**config.mk**
```make
export PLATFORM = sky130hd
export DESIGN_NAME = uart_program_loader
export DESIGN_NICKNAME = d
export VERILOG_FILES = /design/src/rtl/uart_program_loader.sv
export SDC_FILE = /design/constraint.sdc
export NUM_CORES = 1
export LEC_CHECK = 0
export BUFFER_PORTS_ARGS = -buffer_cell sky130_fd_sc_hd__buf_2
export CORE_MARGIN = 5
export CORE_UTILIZATION = 50
export CTS_BUF_LIST = sky130_fd_sc_hd__clkbuf_16
export DETAILED_ROUTE_END_ITERATION = 10
export PLACE_DENSITY = 0.73
export SYNTH_ARGS = -nofsm -noshare
export SYNTH_HDL_FRONTEND = slang
export SYNTH_SLANG_ARGS = --single-unit
```
**constraint.sdc**
```tcl
create_clock -name clk -period 2.55 [get_ports clk]
set_clock_uncertainty 0.05 [all_clocks]
set_input_delay 0.1275 -clock clk [delete_from_list [all_inputs] [get_ports clk]]
set_output_delay 0.1275 -clock clk [all_outputs]
set_load 0.01 [all_outputs]
```
**src/rtl/uart_program_loader.sv**
```systemverilog
// uart_program_loader
//   Packs the debug UART byte stream (big-endian, first byte = MSB) into
//   32-bit instruction words and writes them to the fetch-stage instruction
//   memory. A load starts on `start`, ends in DONE once the halt word has
//   been written, and ends in ERR on memory overflow or an inter-byte timeout.
// Ports:
//   clk, rst            clock; synchronous active-low reset
//   start               one-cycle load request (ignored while busy)
//   rx_data, rx_done    received byte and its one-cycle valid strobe
//   wr_instruction      one-cycle write strobe to instruction memory
//   data_instruction    word being written (holds the last written value)
//   rx_address          byte address of the write, word_index*4 (holds)
//   busy                load in progress (RECV/WRITE)
//   done                one-cycle pulse after the halt word is written
//   error               high while parked in ERR
//   word_count          words written in the current or last load
module uart_program_loader #(
  parameter int          DEPTH_W        = 8,
  parameter int          TIMEOUT_CYCLES = 1000000,
  parameter logic [31:0] HALT_WORD      = 32'hFFFFFFFF
) (
  input  logic               clk,
  input  logic               rst,
  input  logic               start,
  input  logic [7:0]         rx_data,
  input  logic               rx_done,
  output logic               wr_instruction,
  output logic [31:0]        data_instruction,
  output logic [31:0]        rx_address,
  output logic               busy,
  output logic               done,
  output logic               error,
  output logic [DEPTH_W:0]   word_count
);

  localparam int GAP_W = $clog2(TIMEOUT_CYCLES + 1);
  localparam logic [GAP_W-1:0] GAP_LAST  = GAP_W'(TIMEOUT_CYCLES - 1);
  localparam logic [DEPTH_W:0] MAX_WORDS = {1'b1, {DEPTH_W{1'b0}}};

  localparam logic [2:0] S_IDLE  = 3'd0;
  localparam logic [2:0] S_RECV  = 3'd1;
  localparam logic [2:0] S_WRITE = 3'd2;
  localparam logic [2:0] S_DONE  = 3'd3;
  localparam logic [2:0] S_ERR   = 3'd4;

  logic [2:0]       state_q, state_d;
  logic [1:0]       byte_cnt_q, byte_cnt_d;
  logic [31:0]      shift_q, shift_d;
  logic [GAP_W-1:0] gap_q, gap_d;
  logic [DEPTH_W:0] wc_q, wc_d;
  logic [31:0]      data_q, data_d;
  logic [31:0]      addr_q, addr_d;

  always_comb begin
    state_d    = state_q;
    byte_cnt_d = byte_cnt_q;
    shift_d    = shift_q;
    gap_d      = gap_q;
    wc_d       = wc_q;
    data_d     = data_q;
    addr_d     = addr_q;
    case (state_q)
      S_IDLE, S_ERR: begin
        if (start) begin
          state_d    = S_RECV;
          wc_d       = '0;
          byte_cnt_d = '0;
          gap_d      = '0;
        end
      end
      S_RECV: begin
        if (rx_done) begin
          // A byte always beats a timeout expiring in the same cycle.
          shift_d = {shift_q[23:0], rx_data};
          gap_d   = '0;
          if (byte_cnt_q == 2'd3) begin
            byte_cnt_d = '0;
            state_d    = S_WRITE;
            data_d     = {shift_q[23:0], rx_data};
            addr_d     = 32'({wc_q, 2'b00});
          end else begin
            byte_cnt_d = byte_cnt_q + 2'd1;
          end
        end else if (byte_cnt_q != 2'd0) begin
          // Gap timer only runs mid-word; waiting for a word's first byte is unbounded.
          if (gap_q == GAP_LAST) state_d = S_ERR;
          else                   gap_d   = gap_q + 1'b1;
        end
      end
      S_WRITE: begin
        wc_d = wc_q + 1'b1;
        if (data_q == HALT_WORD) begin
          state_d = S_DONE;
        end else if (wc_q + 1'b1 == MAX_WORDS) begin
          state_d = S_ERR;
        end else begin
          state_d = S_RECV;
          // Keep back-to-back traffic lossless: this byte opens the next word.
          if (rx_done) begin
            shift_d    = {shift_q[23:0], rx_data};
            byte_cnt_d = 2'd1;
            gap_d      = '0;
          end
        end
      end
      S_DONE:  state_d = S_IDLE;
      default: state_d = S_IDLE;
    endcase
  end

  always_ff @(posedge clk) begin
    if (!rst) begin
      state_q    <= S_IDLE;
      byte_cnt_q <= '0;
      shift_q    <= '0;
      gap_q      <= '0;
      wc_q       <= '0;
      data_q     <= '0;
      addr_q     <= '0;
    end else begin
      state_q    <= state_d;
      byte_cnt_q <= byte_cnt_d;
      shift_q    <= shift_d;
      gap_q      <= gap_d;
      wc_q       <= wc_d;
      data_q     <= data_d;
      addr_q     <= addr_d;
    end
  end

  assign wr_instruction   = (state_q == S_WRITE);
  assign busy             = (state_q == S_RECV) || (state_q == S_WRITE);
  assign done             = (state_q == S_DONE);
  assign error            = (state_q == S_ERR);
  assign data_instruction = data_q;
  assign rx_address       = addr_q;
  assign word_count       = wc_q;

endmodule

```
== Yosys cells after proc, flatten, opt, wreduce, memory -nomap -nowiden ==
Cells that the tools add are included.

* Register bits: 107
* Bits in read-only memories: 0
* Input port bits: 12
* Bits in writable memories: 0
* Memories: 0
* Word-level logic and storage cells: 69
* Output and inout bits: 77
* Bits in latches: 0

* Shift operators: 0
* Div/mod/pow operators: 0
* $mul: 0
* Bitwise gates (word level): 0
* Order comparisons: 0
* $add $sub $neg: 3
* Reduce and logical (&&, ||, !) cells: 13
* Eq/ne operators: 17
* Multiplexer cells: 29

{| class="wikitable"
|+ Operators by type and width
! operator !! count
|-
| two-way mux 20 bit || 7
|-
| two-way mux 32 bit || 3
|-
| one-hot mux 32 bit (2 select lines) || 1
|-
| one-hot mux 20 bit (3 select lines) || 1
|-
| equality test 32 bit, second input constant || 1
|-
| two-way mux 3 bit || 7
|-
| adder 20 x 1 -> 20 bit, second input constant || 1
|-
| equality test 20 bit, second input constant || 1
|-
| one-hot mux 9 bit (2 select lines) || 1
|-
| two-way mux 2 bit || 6
|-
| inequality test 3 bit, second input constant || 4
|-
| inequality test 2 bit, second input constant || 5
|-
| adder 9 x 1 -> 9 bit, second input constant || 1
|-
| equality test 9 bit, second input constant || 1
|-
| two-way mux 9 bit || 1
|-
| one-hot mux 3 bit (3 select lines) || 1
|-
| AND reduction 7 bit || 1
|-
| equality test 3 x 2 -> 1 bit, second input constant || 2
|-
| one-hot mux 2 bit (3 select lines) || 1
|-
| AND reduction 3 bit || 2
|-
| AND reduction 6 bit || 1
|-
| nonzero test 2 bit || 3
|-
| AND reduction 4 bit || 1
|-
| equality test 3 x 1 -> 1 bit, second input constant || 1
|-
| other kinds (8) || 8
|}

== Longest topological paths before layout ==
* Depth in word-level cells: 5
* Depth in mapped cells: 8
* Gate-level depth less buffers: 7

== Worst setup path before layout ==
No wires, ideal clock.

* Kind: register -> register
* Start: register wc_q[0], in the netlist word_count[0]
* End: register shift_q[10]
* Slack: 606 ps
* Arrival time: 1,822 ps
* Path buffers: 1
* Setup time: 72 ps
* Cell stages (with the launch flop): 9
* Cell sequence: dfxtp_1 ha_1 nor4bb_1 nand3_1 o21ai_1 o21ai_1 o211ai_4 buf_6 mux2i_1

* Longest elaborated chain between the ends: 4

{| class="wikitable"
|+ Ends and longest elaborated chain
! what !! line !! source
|-
| start: declaration || 50 || <nowiki>logic [DEPTH_W:0] wc_q, wc_d;</nowiki>
|-
| start signal: assignment || 125 || <nowiki>wc_q <= wc_d;</nowiki>
|-
| adder 9 x 1 -> 9 bit || 94 || <nowiki>end else if (wc_q + 1'b1 == MAX_WORDS) begin</nowiki>
|-
| equality test 9 bit || 94 ||
|-
| inequality test 2 bit (no source line) || n/a ||
|-
| AND reduction 3 bit (no source line) || n/a ||
|-
| end signal: assignment || 123 || <nowiki>shift_q <= shift_d;</nowiki>
|-
| end: declaration || 48 || <nowiki>logic [31:0] shift_q, shift_d;</nowiki>
|}

Every way passes these cells.
A chain may end at the register's enable or synchronous reset.

== Final worst setup path ==
* Start: register data_q[12], in the netlist data_instruction[12]
* End: register shift_q[7]

* Longest elaborated chain between the ends: 3

{| class="wikitable"
|+ Ends and longest elaborated chain
! what !! line !! source
|-
| start: declaration || 51 || <nowiki>logic [31:0] data_q, data_d;</nowiki>
|-
| start signal: assignment || 126 || <nowiki>data_q <= data_d;</nowiki>
|-
| equality test 32 bit || 92 || <nowiki>if (data_q == HALT_WORD) begin</nowiki>
|-
| inequality test 2 bit (no source line) || n/a ||
|-
| AND reduction 3 bit (no source line) || n/a ||
|}

Every way passes these cells.

==> flow_summary.json <==
{
  "overflow": 0,
  "dp_slack_ns": 0.203,
  "synth_compound_area_share_pct": 15.8,
  "cpMaxStageDelayCell": "o211ai_4",
  "clk_latency_ns": 0.35,
  "core_sq_mm": 0.00911,
  "cp-start-kind": "flip-flop",
  "cts_root_buf": "clkbuf_16",
  "rsz0062_at_grt": "no",
  "drive_above_1_share_pct": 17.0,
  "n_antenna_cell": 0,
  "finalPower_mw": 3.30,
  "yosys.area_share.simple_pct": 26.2,
  "ant_nets": 0,
  "synth_edf_count": 0,
  "ys_warn_count": 0,
  "status": "finished, final reports clean",
  "arrival_ns": 2.61,
  "avgSynthCellArea_sq_um": 8.20,
  "synthXorXnorAreaFrac_pct": 0.189,
  "critPathMaxFanout": 24,
  "vdd_ir_drop_max_mv": 0.302,
  "grt_start_max_net_pins": 55,
  "ys_ff_latch": 99,
  "synth.mux.area_fraction_pct": 6.30,
  "start_util_pct": 50.8,
  "pin_count": 89,
  "tightestPinTransition_ns": 1.03,
  "post_cts_resized": 0,
  "clk_pin_slew_ns": 0.08,
  "drc": 0,
  "final_util_pct": 58.3,
  "fp-row-count": 35,
  "critical_path_class": "flip-flop to flip-flop",
  "grt_first_pass_wirelength_microns": 18400,
  "synthCells": 564,
  "hold_violations": 0,
  "wl_per_cell_microns": 15.1,
  "drt-initial-drc-count": 268,
  "antenna_found_initial": 0,
  "cts_max_level": 3,
  "setup_slack_ns": 0.164,
  "finalSetupTns_ns": 0,
  "vias": 4201,
  "required_ns": 2.77,
  "track_usage_pct": 19.7,
  "dr.pass1.iters": 5,
  "setup_violations": 0,
  "dp_hpwl_microns": 7620,
  "die_area_sq_mm": 0.0113,
  "die_w_microns": 106,
  "p_leak_nw": 2.19,
  "nets": 639,
  "area_growth_pct": 14.7,
  "cts_buffers": 9,
  "clk_path_buf_depth": 2,
  "end_kind": "flip-flop",
  "synth_top_family_by_area": "simple AND/OR/NAND/NOR gates",
  "async_flop_share_pct": 0,
  "cts.sinks": 99,
  "ys_seq_area_share_pct": 42.8,
  "cts_tree": "yes",
  "die_y_microns": 106,
  "grt_pass1_vias": 3848,
  "cap_violations": 0,
  "io_buffers": 65,
  "hold_path_class": "input port to flip-flop",
  "via_per_inst": 5.68,
  "synth_adder_area_share_pct": 1.08,
  "layout_min_cycle_time_ns": 2.39,
  "p_per_area_mw_per_mm2": 621,
  "maxSlewViolCount": 0,
  "clock.fmax_mhz": 419,
  "worstPathCellList": "nand4_1 -> nor4_2 -> nand3_2 -> o211ai_4 -> mux2i_1",
  "ys_types": 59,
  "synth_flop_cell": "dfxtp_1",
  "slowest_delay_ns": 0.86,
  "gp_congestion": 0.866,
  "period_share_pct": 93.6,
  "slew_headroom_pct": 31.0,
  "synth_area_sq_mm": 0.00463,
  "routed_wirelength_microns": 11200
}
## registers in the layout (all words and copies together) (netlist names)
signal / count
byte_cnt_q: 2
data_instruction: 32
gap_q: 20
rx_address: 9
shift_q: 24
state_q: 3
word_count: 9
## Yosys cell counts (all sizes together), types with 4 or more instances
cell	instances	area [sq um]
nand2	137	514
dfxtp	99	1980
a21oi	58	302
buf	35	251
nor2	29	121
mux2i	28	280
o21ai	22	110
clkbuf	20	75.1
nand3	19	105
nand4	14	87.6
nor3	14	70.1
and3	11	68.8
a31oi	8	50.1
inv	5	18.8
or3	5	36.3
a211oi	4	45.1
ha	4	50.1
nor4b	4	50.1
o221ai	4	35.0
o31ai	4	30.0
## path summary, 6_finish.rpt
check / startpoint / end / slack, ns / cells past startpoint
min reg2reg: rx_address[10] / rx_address[10] / 0.41 / 2
max reg2reg: data_instruction[12] / shift_q[7] / 0.16 / 5
max: data_instruction[12] / shift_q[7] / 0.16 / 5
min: rx_done / byte_cnt_q[1] / 0.11 / 3
## final cells by class
| cell class | count | area (sq um) |
|---|---|---|
| Sequential cell | 99 | 1980 |
| Clock buffer | 9 | 225 |
| Fill cell | 801 | 3800 |
| Inverter | 5 | 18.8 |
| Clock inverter | 7 | 95.1 |
| Tap cell | 111 | 139 |
| Multi-Input combinational cell | 427 | 2380 |
| Timing Repair Buffer | 81 | 465 |
## stage by stage
step,hold WS (ns),instances,instance area (sq um)
detailed placement,0.352,715,4910
global placement,0.344,715,4910
floorplan,0.213,586,4710
finish,0.112,739,5310
global route,0.115,739,5310
CTS,0.104,739,5310
## worst max-delay path, delay by kind of cell, from the launching register on
kind,cells,cell delay (ns)
flops,1,0.36
mux,1,0.30
simple gates,3,0.74
compound gates,1,0.86
## per-layer routing
layer,up-vias,wire [microns],track usage (%)
met4,0,178,5.74
met5,-,0,0
met2,134,5200,31.7
met3,17,757,5.95
met1,1991,5040,25.6
li1,2059,-,-
## where the power goes
part	leakage [nW]	switching (mW)	total, mW	internal [mW]
Sequential	0.798	0.0146	1.58	1.56
Combinational	1.23	0.184	0.275	0.0913
Clock	0.157	0.654	1.45	0.792
## cells in the final DEF (no fill, tap or decap), types with 3 or more instances in the layout
cell | synthesis | final
o21ai_0 | 18 | 18
and2_1 | 3 | 3
inv_1 | 3 | 3
nor2_1 | 26 | 26
nand3_1 | 17 | 17
nand2_1 | 137 | 137
nor3_1 | 14 | 14
buf_4 | 23 | 8
a211oi_2 | 3 | 3
a21oi_1 | 57 | 57
nor4b_1 | 3 | 3
buf_2 | 9 | 65
clkbuf_16 | 0 | 9
a31oi_1 | 8 | 8
or3_1 | 4 | 4
o221ai_1 | 4 | 4
mux2i_1 | 28 | 28
conb_1 | 1 | 23
a311oi_1 | 3 | 3
dfxtp_1 | 99 | 99
o31ai_1 | 4 | 4
o21ai_1 | 4 | 4
nand4_1 | 14 | 14
dlygate4sd3_1 | 0 | 8
and3_1 | 11 | 11
ha_1 | 4 | 4
## kinds of logic after synthesis
group / after synthesis
xor+xnor: 1
buf+inv: 60
compound gates: 118
mux: 29
fa+ha+maj: 4
other cells: 1
flops: 99
simple gates: 252
## timing repair
action                                 CTS  global route
endpoints found under the hold margin   13             0
hold buffers                             8             0
setup buffers                            0             0
Note: power is estimated with default switching activity, not from simulation.
